<file path="src/rtl/seg7_pkg.sv">
// Shared definitions for the multi-digit 7-segment driver:
// active-low glyph codes (bit0=a .. bit6=g), blank/dash codes and FSM states.
package seg7_pkg;

   localparam logic [6:0] SEG_0     = 7'h40;
   localparam logic [6:0] SEG_1     = 7'h79;
   localparam logic [6:0] SEG_2     = 7'h24;
   localparam logic [6:0] SEG_3     = 7'h30;
   localparam logic [6:0] SEG_4     = 7'h19;
   localparam logic [6:0] SEG_5     = 7'h12;
   localparam logic [6:0] SEG_6     = 7'h02;
   localparam logic [6:0] SEG_7     = 7'h78;
   localparam logic [6:0] SEG_8     = 7'h00;
   localparam logic [6:0] SEG_9     = 7'h18;
   localparam logic [6:0] SEG_A     = 7'h08;
   localparam logic [6:0] SEG_B     = 7'h03;
   localparam logic [6:0] SEG_C     = 7'h46;
   localparam logic [6:0] SEG_D     = 7'h21;
   localparam logic [6:0] SEG_E     = 7'h06;
   localparam logic [6:0] SEG_F     = 7'h0E;
   localparam logic [6:0] SEG_BLANK = 7'h7F;
   localparam logic [6:0] SEG_DASH  = 7'h3F;

   typedef enum logic [1:0] {
      ST_IDLE    = 2'd0,
      ST_CONVERT = 2'd1,
      ST_UPDATE  = 2'd2
   } state_t;

endpackage

</file>
<file path="src/rtl/seg7_glyph_rom.sv">
// Combinational nibble -> active-low 7-segment glyph lookup (0..F).
module seg7_glyph_rom
   import seg7_pkg::*;
(
   input  logic [3:0] nibble,
   output logic [6:0] seg
);

   // Hex glyph table, active-low encoding
   always_comb begin
      case (nibble)
         4'h0:    seg = SEG_0;
         4'h1:    seg = SEG_1;
         4'h2:    seg = SEG_2;
         4'h3:    seg = SEG_3;
         4'h4:    seg = SEG_4;
         4'h5:    seg = SEG_5;
         4'h6:    seg = SEG_6;
         4'h7:    seg = SEG_7;
         4'h8:    seg = SEG_8;
         4'h9:    seg = SEG_9;
         4'hA:    seg = SEG_A;
         4'hB:    seg = SEG_B;
         4'hC:    seg = SEG_C;
         4'hD:    seg = SEG_D;
         4'hE:    seg = SEG_E;
         default: seg = SEG_F;
      endcase
   end

endmodule

</file>
<file path="src/rtl/seg7_multi_digit_driver.sv">
// Registered driver for DIGITS 7-segment displays. A value accepted on LOAD
// is shown in hex, or in decimal after a DATA_W-cycle double-dabble pass.
// Out-of-range values show dashes and raise OVF until the next update.
// Optional: define SEG7_LEADING_ZERO_BLANK_EN to blank leading zero digits.
module seg7_multi_digit_driver
   import seg7_pkg::*;
#(
   parameter int DIGITS         = 4,
   parameter int DATA_W         = 14,
   parameter int SEG_ACTIVE_LOW = 1
) (
   input  logic                  CLOCK_50,
   input  logic                  RST_N,
   input  logic [DATA_W-1:0]     DATA,
   input  logic                  MODE_DEC,
   input  logic                  LOAD,
   output logic                  BUSY,
   output logic                  DONE,
   output logic                  OVF,
   output logic [7*DIGITS-1:0]   HEX
);

   localparam int BCD_W = 4 * DIGITS;
   localparam int SR_W  = BCD_W + DATA_W;
   localparam int EXT_W = (DATA_W > BCD_W) ? DATA_W : BCD_W;
   // XOR mask turning the internal active-low codes into the board polarity
   localparam logic [6:0] POL_MASK = (SEG_ACTIVE_LOW != 0) ? 7'h00 : 7'h7F;

   state_t                state_reg;
   logic [SR_W-1:0]       sr_reg;
   logic [SR_W-1:0]       sr_adj;
   logic [SR_W-1:0]       sr_next;
   logic                  carry_out;
   logic [5:0]            cnt_reg;
   logic                  ovf_int_reg;
   logic                  ovf_reg;
   logic                  done_reg;
   logic [7*DIGITS-1:0]   hex_reg;
   logic [7*DIGITS-1:0]   hex_next;
   logic [EXT_W-1:0]      data_ext;
   logic                  hex_ovf;
   logic [BCD_W-1:0]      bcd;
   logic [DIGITS-1:0]     blank;
   logic [6:0]            glyph [DIGITS];

   // Zero-extend the input so hex nibbles and the hex overflow test are width-safe
   always_comb begin
      data_ext = EXT_W'(DATA);
      hex_ovf  = |(data_ext >> BCD_W);
   end

   // One double-dabble step: add 3 to each BCD nibble >= 5, then shift left
   always_comb begin
      sr_adj = sr_reg;
      for (int k = 0; k < DIGITS; k++) begin
         if (sr_adj[DATA_W+4*k +: 4] >= 4'd5)
            sr_adj[DATA_W+4*k +: 4] = sr_adj[DATA_W+4*k +: 4] + 4'd3;
      end
      carry_out = sr_adj[SR_W-1];
      sr_next   = {sr_adj[SR_W-2:0], 1'b0};
   end

   // Digit nibbles always live in the top of the shift register (both modes)
   assign bcd = sr_reg[SR_W-1 -: BCD_W];

   generate
      for (genvar gi = 0; gi < DIGITS; gi++) begin : g_rom
         seg7_glyph_rom u_rom (
            .nibble (bcd[4*gi +: 4]),
            .seg    (glyph[gi])
         );
      end
   endgenerate

   // Leading-zero blanking mask; digit 0 is never blanked
`ifdef SEG7_LEADING_ZERO_BLANK_EN
   logic lead;
   always_comb begin
      blank = '0;
      lead  = 1'b1;
      for (int k = DIGITS - 1; k >= 1; k--) begin
         if (lead && (bcd[4*k +: 4] == 4'd0))
            blank[k] = 1'b1;
         else
            lead = 1'b0;
      end
   end
`else
   always_comb begin
      blank = '0;
   end
`endif

   // Final per-digit code: dash on overflow, else blank or glyph, then polarity
   always_comb begin
      hex_next = '0;
      for (int k = 0; k < DIGITS; k++) begin
         if (ovf_int_reg)
            hex_next[7*k +: 7] = SEG_DASH ^ POL_MASK;
         else if (blank[k])
            hex_next[7*k +: 7] = SEG_BLANK ^ POL_MASK;
         else
            hex_next[7*k +: 7] = glyph[k] ^ POL_MASK;
      end
   end

   // Control FSM: latch, convert (decimal only), then register the display
   always_ff @(posedge CLOCK_50 or negedge RST_N) begin
      if (!RST_N) begin
         state_reg   <= ST_IDLE;
         sr_reg      <= '0;
         cnt_reg     <= '0;
         ovf_int_reg <= 1'b0;
         ovf_reg     <= 1'b0;
         done_reg    <= 1'b0;
         hex_reg     <= {DIGITS{SEG_BLANK ^ POL_MASK}};
      end else begin
         done_reg <= 1'b0;
         case (state_reg)
            ST_IDLE: begin
               if (LOAD) begin
                  if (MODE_DEC) begin
                     sr_reg      <= {{BCD_W{1'b0}}, DATA};
                     cnt_reg     <= 6'(DATA_W - 1);
                     ovf_int_reg <= 1'b0;
                     state_reg   <= ST_CONVERT;
                  end else begin
                     sr_reg      <= {data_ext[BCD_W-1:0], {DATA_W{1'b0}}};
                     ovf_int_reg <= hex_ovf;
                     state_reg   <= ST_UPDATE;
                  end
               end
            end
            ST_CONVERT: begin
               sr_reg <= sr_next;
               if (carry_out)
                  ovf_int_reg <= 1'b1;
               if (cnt_reg == 6'd0)
                  state_reg <= ST_UPDATE;
               else
                  cnt_reg <= cnt_reg - 6'd1;
            end
            ST_UPDATE: begin
               hex_reg   <= hex_next;
               ovf_reg   <= ovf_int_reg;
               done_reg  <= 1'b1;
               state_reg <= ST_IDLE;
            end
            default: state_reg <= ST_IDLE;
         endcase
      end
   end

   assign BUSY = (state_reg != ST_IDLE);
   assign DONE = done_reg;
   assign OVF  = ovf_reg;
   assign HEX  = hex_reg;

endmodule

</file>
<file path="config.mk">
export PLATFORM = sky130hd
export DESIGN_NAME = seg7_multi_digit_driver
export DESIGN_NICKNAME = d
export VERILOG_FILES = /design/src/rtl/seg7_pkg.sv /design/src/rtl/seg7_glyph_rom.sv /design/src/rtl/seg7_multi_digit_driver.sv
export SDC_FILE = /design/constraint.sdc
export NUM_CORES = 1
export LEC_CHECK = 0
export ABC_AREA = 0
export CORE_ASPECT_RATIO = 2
export CORE_MARGIN = 10
export CORE_UTILIZATION = 35
export CTS_BUF_LIST = sky130_fd_sc_hd__clkbuf_4
export DETAILED_ROUTE_END_ITERATION = 16
export PLACE_DENSITY = 0.59
export SYNTH_ARGS = -nofsm -noshare
export SYNTH_HDL_FRONTEND = slang
export SYNTH_SLANG_ARGS = --single-unit
</file>
<file path="constraint.sdc">
create_clock -name CLOCK_50 -period 2.4 [get_ports CLOCK_50]
set_input_delay 0.24 -clock CLOCK_50 [delete_from_list [all_inputs] [get_ports CLOCK_50]]
set_output_delay 0.24 -clock CLOCK_50 [all_outputs]
set_load 0.05 [all_outputs]
</file>
Word level (Yosys, flattened, before mapping)
Memories as Yosys holds them, arrays and structs flattened. Index checks and enable logic that the tools add are counted.

Register bits: 69. Bits in read-only memories: 448. Bits of input ports: 18. Output and inout bits: 31. Memories: 4.

$add $sub $neg: 5. Order comparisons: 4. Eq/ne operators: 7. Muxes and demuxes: 23. Reductions and logical operators: 8.

Memory list: (no name shown) (depth 16, width 7, read ports 1, clocked after memory_dff 0, write ports 0, RTL line seg7_glyph_rom.sv:11) `case (nibble)`; (no name shown) (depth 16, width 7, read ports 1, clocked after memory_dff 0, write ports 0, RTL line seg7_glyph_rom.sv:11); (no name shown) (depth 16, width 7, read ports 1, clocked after memory_dff 0, write ports 0, RTL line seg7_glyph_rom.sv:11); (no name shown) (depth 16, width 7, read ports 1, clocked after memory_dff 0, write ports 0, RTL line seg7_glyph_rom.sv:11).

Operators by type and width (count): 30-bit case mux with 2 select lines (1); 30-bit 2-to-1 mux (1); 28-bit 2-to-1 mux (1); 7-bit 2-to-1 mux (4); 6-bit 2-to-1 mux (3); 4-bit by 2-bit adder with 4-bit output (second input constant) (4); 4-bit by 3-bit >= comparator with 1-bit output (second input constant) (4); 4-bit 2-to-1 mux (4); 6-bit case mux with 2 select lines (1); 2-bit != test (second input constant) (5); 6-bit zero test (1); 2-bit 2-to-1 mux (3); 6-bit by 1-bit subtractor with 6-bit output (second input constant) (1); 2-bit case mux with 2 select lines (1); 2-bit AND reduction (2); 4-bit AND reduction (1); 2-bit nonzero test (2); 1-bit 2-to-1 mux (3); 3-bit AND reduction (1); 2-bit by 1-bit equality test with 1-bit output (second input constant) (1); 2-bit equality test (second input constant) (1); 2-bit zero test (1); 1-bit case mux with 2 select lines (1).

Logic depth before layout (Yosys ltp)
Depth after elaboration: 4. Depth in mapped cells: 7. Gate-level depth less buffers: 6.

Modules after synthesis
Synthesis repeated with hierarchy kept, for this count alone.

Cells, all modules: 534. Area, all modules: 4583.1 sq um.

Modules (own cells, without submodules): seg7_multi_digit_driver (times used 1, cells an instance 398, area each 3558.4 sq um); seg7_glyph_rom (g_rom[1].u_rom ...) (times used 2, cells an instance 34, area each 255.2 sq um); seg7_glyph_rom (g_rom[2].u_rom) (times used 1, cells an instance 35, area each 259.0 sq um); seg7_glyph_rom (g_rom[0].u_rom) (times used 1, cells an instance 33, area each 255.2 sq um).

Worst setup path before layout
Ideal clock, no wire load.

Kind: register -> register. Start: register sr_reg[15]. End: register sr_reg[16]. Setup time: 0.083 ns. Arrival: 1.546 ns. Data required time: 2.317 ns. Setup slack: 0.771 ns. Stages on the path, launching flop included: 7. Path buffers: 0. Clock period less this slack: 1.629 ns. Path through: dfrtp_1 -> inv_1 -> ha_1 -> nand2b_1 -> a21oi_1 -> mux2_2 -> o21ai_0.

Cells in the longest elaborated chain, start to end: 3.

RTL lines: start: declaration (RTL line seg7_multi_digit_driver.sv:30) `logic [SR_W-1:0] sr_reg;`; start signal: assignment (RTL line seg7_multi_digit_driver.sv:123) `sr_reg <= {{BCD_W{1'b0}}, DATA};`; start signal: assignment (RTL line seg7_multi_digit_driver.sv:128) `sr_reg <= {data_ext[BCD_W-1:0], {DATA_W{1'b0}}};`; start signal: assignment (RTL line seg7_multi_digit_driver.sv:135) `sr_reg <= sr_next;`; 4-bit by 2-bit adder with 4-bit output / 4-bit by 3-bit >= comparator with 1-bit output (equally long branches) (RTL line seg7_multi_digit_driver.sv:57, seg7_multi_digit_driver.sv:56); 4-bit 2-to-1 mux * (RTL line seg7_multi_digit_driver.sv:56) `if (sr_adj[DATA_W+4*k +: 4] >= 4'd5)`; 30-bit case mux with 2 select lines * (RTL line seg7_multi_digit_driver.sv:119) `case (state_reg)`.

Every way passes the cells marked *; elsewhere a longest branch is shown, timed or not. A chain may end at the register's enable or synchronous reset.

Worst setup path in the final report
Start: register state_reg[1]. End: output port BUSY.

Cells in the longest elaborated chain, start to end: 1.

RTL lines: start: declaration (RTL line seg7_multi_digit_driver.sv:29) `state_t state_reg;`; start signal: assignment (RTL line seg7_multi_digit_driver.sv:110) `state_reg <= ST_IDLE;`; start signal: assignment (RTL line seg7_multi_digit_driver.sv:126) `state_reg <= ST_CONVERT;`; start signal: assignment (RTL line seg7_multi_digit_driver.sv:130) `state_reg <= ST_UPDATE;`; 2-bit nonzero test (RTL line seg7_multi_digit_driver.sv:154) `assign BUSY = (state_reg != ST_IDLE);`; end: declaration (RTL line seg7_multi_digit_driver.sv:17) `output logic BUSY,`.

Every way passes these cells.

==> impl_metrics.yaml <==
synthesis:
  synth_edf_count: 0
  netlist_top_cells_count: "nor2_1 (48), nand2_1 (45), dfrtp_1 (41)"
  syn_nets: 503
  syn_inst: 462
  synth.area.top_cells: "dfrtp_1 (25%), dfstp_2 (18%), ha_1 (6.9%), o21ai_0 (4.7%), nor2_1 (4.3%)"
  mappedNetlistArea_um2: 4150
  synth_top_cell_by_area: "dfrtp_1"
  synthMostInstantiatedCell: "nor2_1"
  ys.warnings.count: 0
  synth_top_flop_cell: "dfrtp_1"
  synth.yosys.seq_area_share_pct: 42.4
  synth_cell_type_count: 58
  postSynthRegisterBits: 69
  postSynthAreaPerCell_um2: 8.99
  synthArstFlopShare_pct: 100
  synthDominantCellAreaShare_pct: 24.7
sta:
  shortest_clock_period_the_worst_path_allows_after_layout_ps: 2260
  measured_slew_at_the_worst_slew_check_pin_ps: 795
  skew_ps: 23.9
  fin_crit_sh_pct: 94.3
  setup_viol_count_final: 0
  maxClockFrequency_mhz: 442
  max_slew_margin_pct: 47.0
  fin_setup_tns_ps: 0
  final-max-slew-violation-count: 0
  finalHoldViolCount: 0
  rsz0062_at_grt: "false"
clock_network:
  insertion_delay_of_the_later_clocked_pin_in_the_worst_skew_pair_ps: 450
  cts_made_buffers: 9
  ctsRootBufferMaster: "clkbuf_4"
  cts_tree: "yes"
  post_cts_sizing: 0
  cts.path.max_buffers: 2
  clock_sinks: 69
  worst_setup_hold_path_clk_slew_ps: 140
  cts.htree.levels: 3
pwr:
  static-leakage-power_nw: 2.06
  design_power_total_mw: 7.62
  peakVddDrop_mv: 0.786
  powerDensity_nw_per_um2: 1550
global_routing:
  grt_usage_pct: 12.0
  antenna_found_initial: 1
  via_count_of_the_first_global_routing_pass: 3399
  largest_net_degree_at_the_start_of_global_routing: 32
  grt.overflow.total: 0
  grt_first_pass_wirelength_um: 17000
routing:
  number_of_violations_reported_at_the_end_of_detailed_routing_iteration_0: 245
  detail_route.wl_per_cell_um: 15.7
  vias_per_cell: 5.27
  drcViolationCount: 0
  ant_nets: 0
  highest-signal-layer: "met4"
  dr_wl_met2_um: 5410
  m1WireLength_um: 4140
  drt_pass1_iterations: 4
  drt_wl_total_um: 10200
  detailroute.via_count: 3441
  routed-wl-met3_um: 511
finish:
  final_layout_size_suffix_gt1_share_pct: 14.2
  largest_register_ff_count: 30
  layout.nets: 543
  layout.cell_area.non_filler_um2: 4910
  syn2layout_area_growth_pct: 18.3
worst_setup_path:
  timing.critical_path.arrival_ps: 2020
  path_max_fanout: 12
  critPathLaunchType: "flop"
  critPathCaptureType: "primary output"
  crit_required_ps: 2160
  crit_type: "flop to primary output"
  ff_to_ff_path_depth: 4
run_status:
  run_status: "completed"
place:
  gpl_wtd_cong: 0.816
  portBuffers: 48
  dp.final_hpwl_um: 7770
  instance_area_at_placement_um2: 4740
die:
  core_region_area_um2: 11700
  io_pins: 49
  start_util_pct: 35.5
  die_x_um: 97.0
  floorplan.die_area_um2: 16900
  floorplan.die.height_um: 174
  std_cell_rows: 56
run:
  max_cap_violations: 0
hold_path:
  worst_hold_class: "input port to asynchronous set/reset pin"
[layout by cell type, fill, tap and decap left out, drive strengths merged, types with 20 or more instances in the layout]
cell type and n:
a21oi 30, a31oi 20, clkdlybuf4s50 47, dfrtp 41, dfstp 28, ha 23, inv 27, nand2 45
nor2 50, o21ai 40
[cells by family after synthesis]
family | synth area share [%]
XOR/XNOR | 1.69
multiplexers | 1.99
adder cells (fa/ha/maj) | 6.93
AO/OA/AOI/OAI | 21.7
flip-flops | 42.4
buffers and inverters | 6.27
AND/OR/NAND/NOR | 19.0
[where the power goes]
part | switching, mW | total [mW] | internal, mW
combinational | 2.52 | 4.20 | 1.68
sequential | 0.678 | 2.53 | 1.85
clock | 0.465 | 0.890 | 0.425
total | 3.66 | 7.62 | 3.96
[metrics by stage]
stage | utilization (%) | instances | setup WS (ps) | hold WS, ps
global placement | 40.5 | 635 | 479 | 212
CTS | 42.0 | 652 | 87.0 | 255
finish | 42.0 | 653 | 136 | 261
global route | 42.0 | 653 | 36.8 | 268
detailed placement | 40.5 | 635 | 436 | 221
floorplan | - | 462 | 771 | -55.6
[worst max-delay path, stage by stage (launching register included)]
cell             delay [ps]
dfrtp_1                 530
or2_2                   350
clkdlybuf4s50_1         700
[per-layer routing]
layer / vias to the layer above / track usage [%]
li1: 1721 / -
met1: 1632 / 12.5
met2: 73 / 21.6
met3: 15 / 3.73
met4: 0 / 5.07
met5: - / 0
[worst paths after layout]
path / startpoint / endpoint / slack [ps]
min in group CLOCK_50: DATA[13] / sr_reg[13] / 430
max: state_reg[1] / BUSY / 140
min reg2reg: HEX[26] / HEX[26] / 490
max reg2reg: state_reg[1] / sr_reg[1] / 540
max in group asynchronous: RST_N / HEX[25] / 1320
min: RST_N / sr_reg[15] / 260
[final cells by class]
class / count / area [um^2]
antenna: 1 / 2.50
clock buffer: 9 / 67.6
clock inverter: 7 / 97.6
fill: 1157 / 6790
inverter: 26 / 97.6
multi-input combinational: 335 / 2130
sequential: 69 / 1760
tap: 145 / 181
timing repair buffer: 61 / 576
[repair_timing]
item	CTS	global route
hold buffers	1	0
endpoints found under the setup margin	0	0
hold endpoints to repair	12	0
buffers inserted	0	0
(Power assumes the default switching activity.)
==> patch: new RTL, same settings <==
Build with the macro `SEG7_LEADING_ZERO_BLANK_EN` defined.
--- a/src/rtl/seg7_multi_digit_driver.sv
+++ b/src/rtl/seg7_multi_digit_driver.sv
@@ -3,4 +3,6 @@
 // Out-of-range values show dashes and raise OVF until the next update.
 // Optional: define SEG7_LEADING_ZERO_BLANK_EN to blank leading zero digits.
+`define SEG7_LEADING_ZERO_BLANK_EN
+
 module seg7_multi_digit_driver
    import seg7_pkg::*;
Formal check against the unedited RTL: not equivalent (Yosys sat finds a counterexample within 4 cycles, from zero or initial values and one cycle with RST_N low).
==> patch against the unedited design <==
  * Clock power is 13% lower
  * Sequential cell count stayed put
  * Cell count is 1.7% higher
  * Total power is 3.8% higher
  * Setup slack better by 160 ps
  * Wire length is 9.0% higher
  * Clock skew is 6.7 ps lower
  * Global-route usage is 1.1 points higher
  * Final area is 2.9% higher
  * Hold slack better by 50 ps
  * Area after synthesis is 1.2% higher
  * Critical endpoint is now HEX[7]
  * Highest routed layer unchanged
==> patch: results <==
# TYPE chip_impl_metric gauge
chip_impl_info{name="outcome",value="finished clean"} 1
chip_impl_metric{name="syn-instance-count",unit=""} 464
chip_impl_metric{name="met2_wirelength",unit="um"} 6129
chip_impl_metric{name="clockNetworkAreaShare",unit=""} 0.02598
chip_impl_metric{name="grt_pass1_wl",unit="um"} 18710
chip_impl_metric{name="hold_ws",unit="ps"} 310.6
chip_impl_metric{name="wire_per_inst",unit="um"} 16.81
chip_impl_info{name="max_stage_delay_cell_worst_path",value="a2111oi_0"} 1
chip_impl_metric{name="n_all_inverters",unit=""} 32
chip_impl_metric{name="gr-usage-met1",unit=""} 0.1333
chip_impl_metric{name="finClkSkew",unit="ps"} 17.15
chip_impl_info{name="crit_path_end",value="HEX[7]"} 1
chip_impl_metric{name="met3_length",unit="um"} 408
chip_impl_info{name="synth.area.top_cells",value="dfrtp_1 (24%), dfstp_2 (18%), ha_1 (7.4%)"} 1
chip_impl_metric{name="switchingPower",unit="mW"} 3.850
chip_impl_metric{name="internal_power",unit="mW"} 4.065
chip_impl_metric{name="detail_route.wirelength.met1",unit="um"} 4296
chip_impl_metric{name="final_layout_size_suffix_gt1_frac",unit=""} 0.1564
chip_impl_metric{name="ir_drop_worst_vdd",unit="V"} 0.0006893
chip_impl_metric{name="pre_cts_ws",unit="ps"} 264.1
chip_impl_metric{name="final_nets",unit=""} 556
chip_impl_metric{name="finalWeightedCongestion",unit=""} 0.8702
chip_impl_metric{name="critPathMaxStageDelay",unit="ps"} 560
chip_impl_metric{name="critical_path_peak_fanout",unit=""} 7
chip_impl_metric{name="postLayoutCoreUtil",unit=""} 0.4295
chip_impl_metric{name="multi_input_area_share",unit=""} 0.4333
chip_impl_metric{name="yosysUniqueCellTypes",unit=""} 51
chip_impl_metric{name="layoutNonFillerInstCount",unit=""} 664
chip_impl_info{name="netlist_top_cells_count",value="nor2_1 (44), a21oi_1 (41), dfrtp_1 (41)"} 1
chip_impl_metric{name="sequential_element_share_of_the_synthesized_area",unit=""} 0.4190
chip_impl_metric{name="non_clock_buffer_area_share",unit=""} 0.1321
chip_impl_info{name="worst_path_dominant_cell_family",value="compound AO/OA/AOI/OAI gates"} 1
chip_impl_metric{name="r2r.worst_path.cells",unit=""} 7
chip_impl_metric{name="grtUsageTotal",unit=""} 0.1317
chip_impl_metric{name="pin_count_of_the_biggest_net_entering_global_routing",unit=""} 28
chip_impl_metric{name="p_clk_frac",unit=""} 0.098
chip_impl_metric{name="multi_input_cells",unit=""} 328
chip_impl_metric{name="detailed_place_hpwl",unit="um"} 8607
chip_impl_metric{name="detail_route.iter0.violations",unit=""} 241
## patch: changes by cell type after synthesis, sizes merged, moves of 6 or more
cell | unedited run | this run
a211oi | 3 | 9
a21oi | 30 | 41
a222oi | 5 | 12
a31oi | 20 | 7
buf | 25 | 5
clkbuf | 7 | 30
inv | 26 | 32
nand2 | 45 | 33
nand3 | 11 | 4
nor2 | 50 | 44
nor2b | 13 | 5
nor3b | 3 | 10
o21ai | 40 | 30
o22a | 3 | 11
## patch: cell families (layout without fill, tap and decap cells)
kind of cell	count (synthesis)	count (layout)	synth area share
AOI/OAI and AO/OA	151	151	0.2402
and+or+nand+nor	136	136	0.1676
DFF	69	69	0.4190
buffers and inverters	67	121	0.06042
adders and majority gates	25	25	0.07440
muxes	11	11	0.02798
xor gates and xnor gates	5	5	0.01042
other	0	1	0
## patch: worst register-to-register path, cell delays in order (launching register included)
cell,delay [ps]
dfrtp_1,490
inv_1,130
ha_1,280
nor4bb_1,170
a2111oi_0,560
buf_4,200
nor2_1,50
o22a_1,180
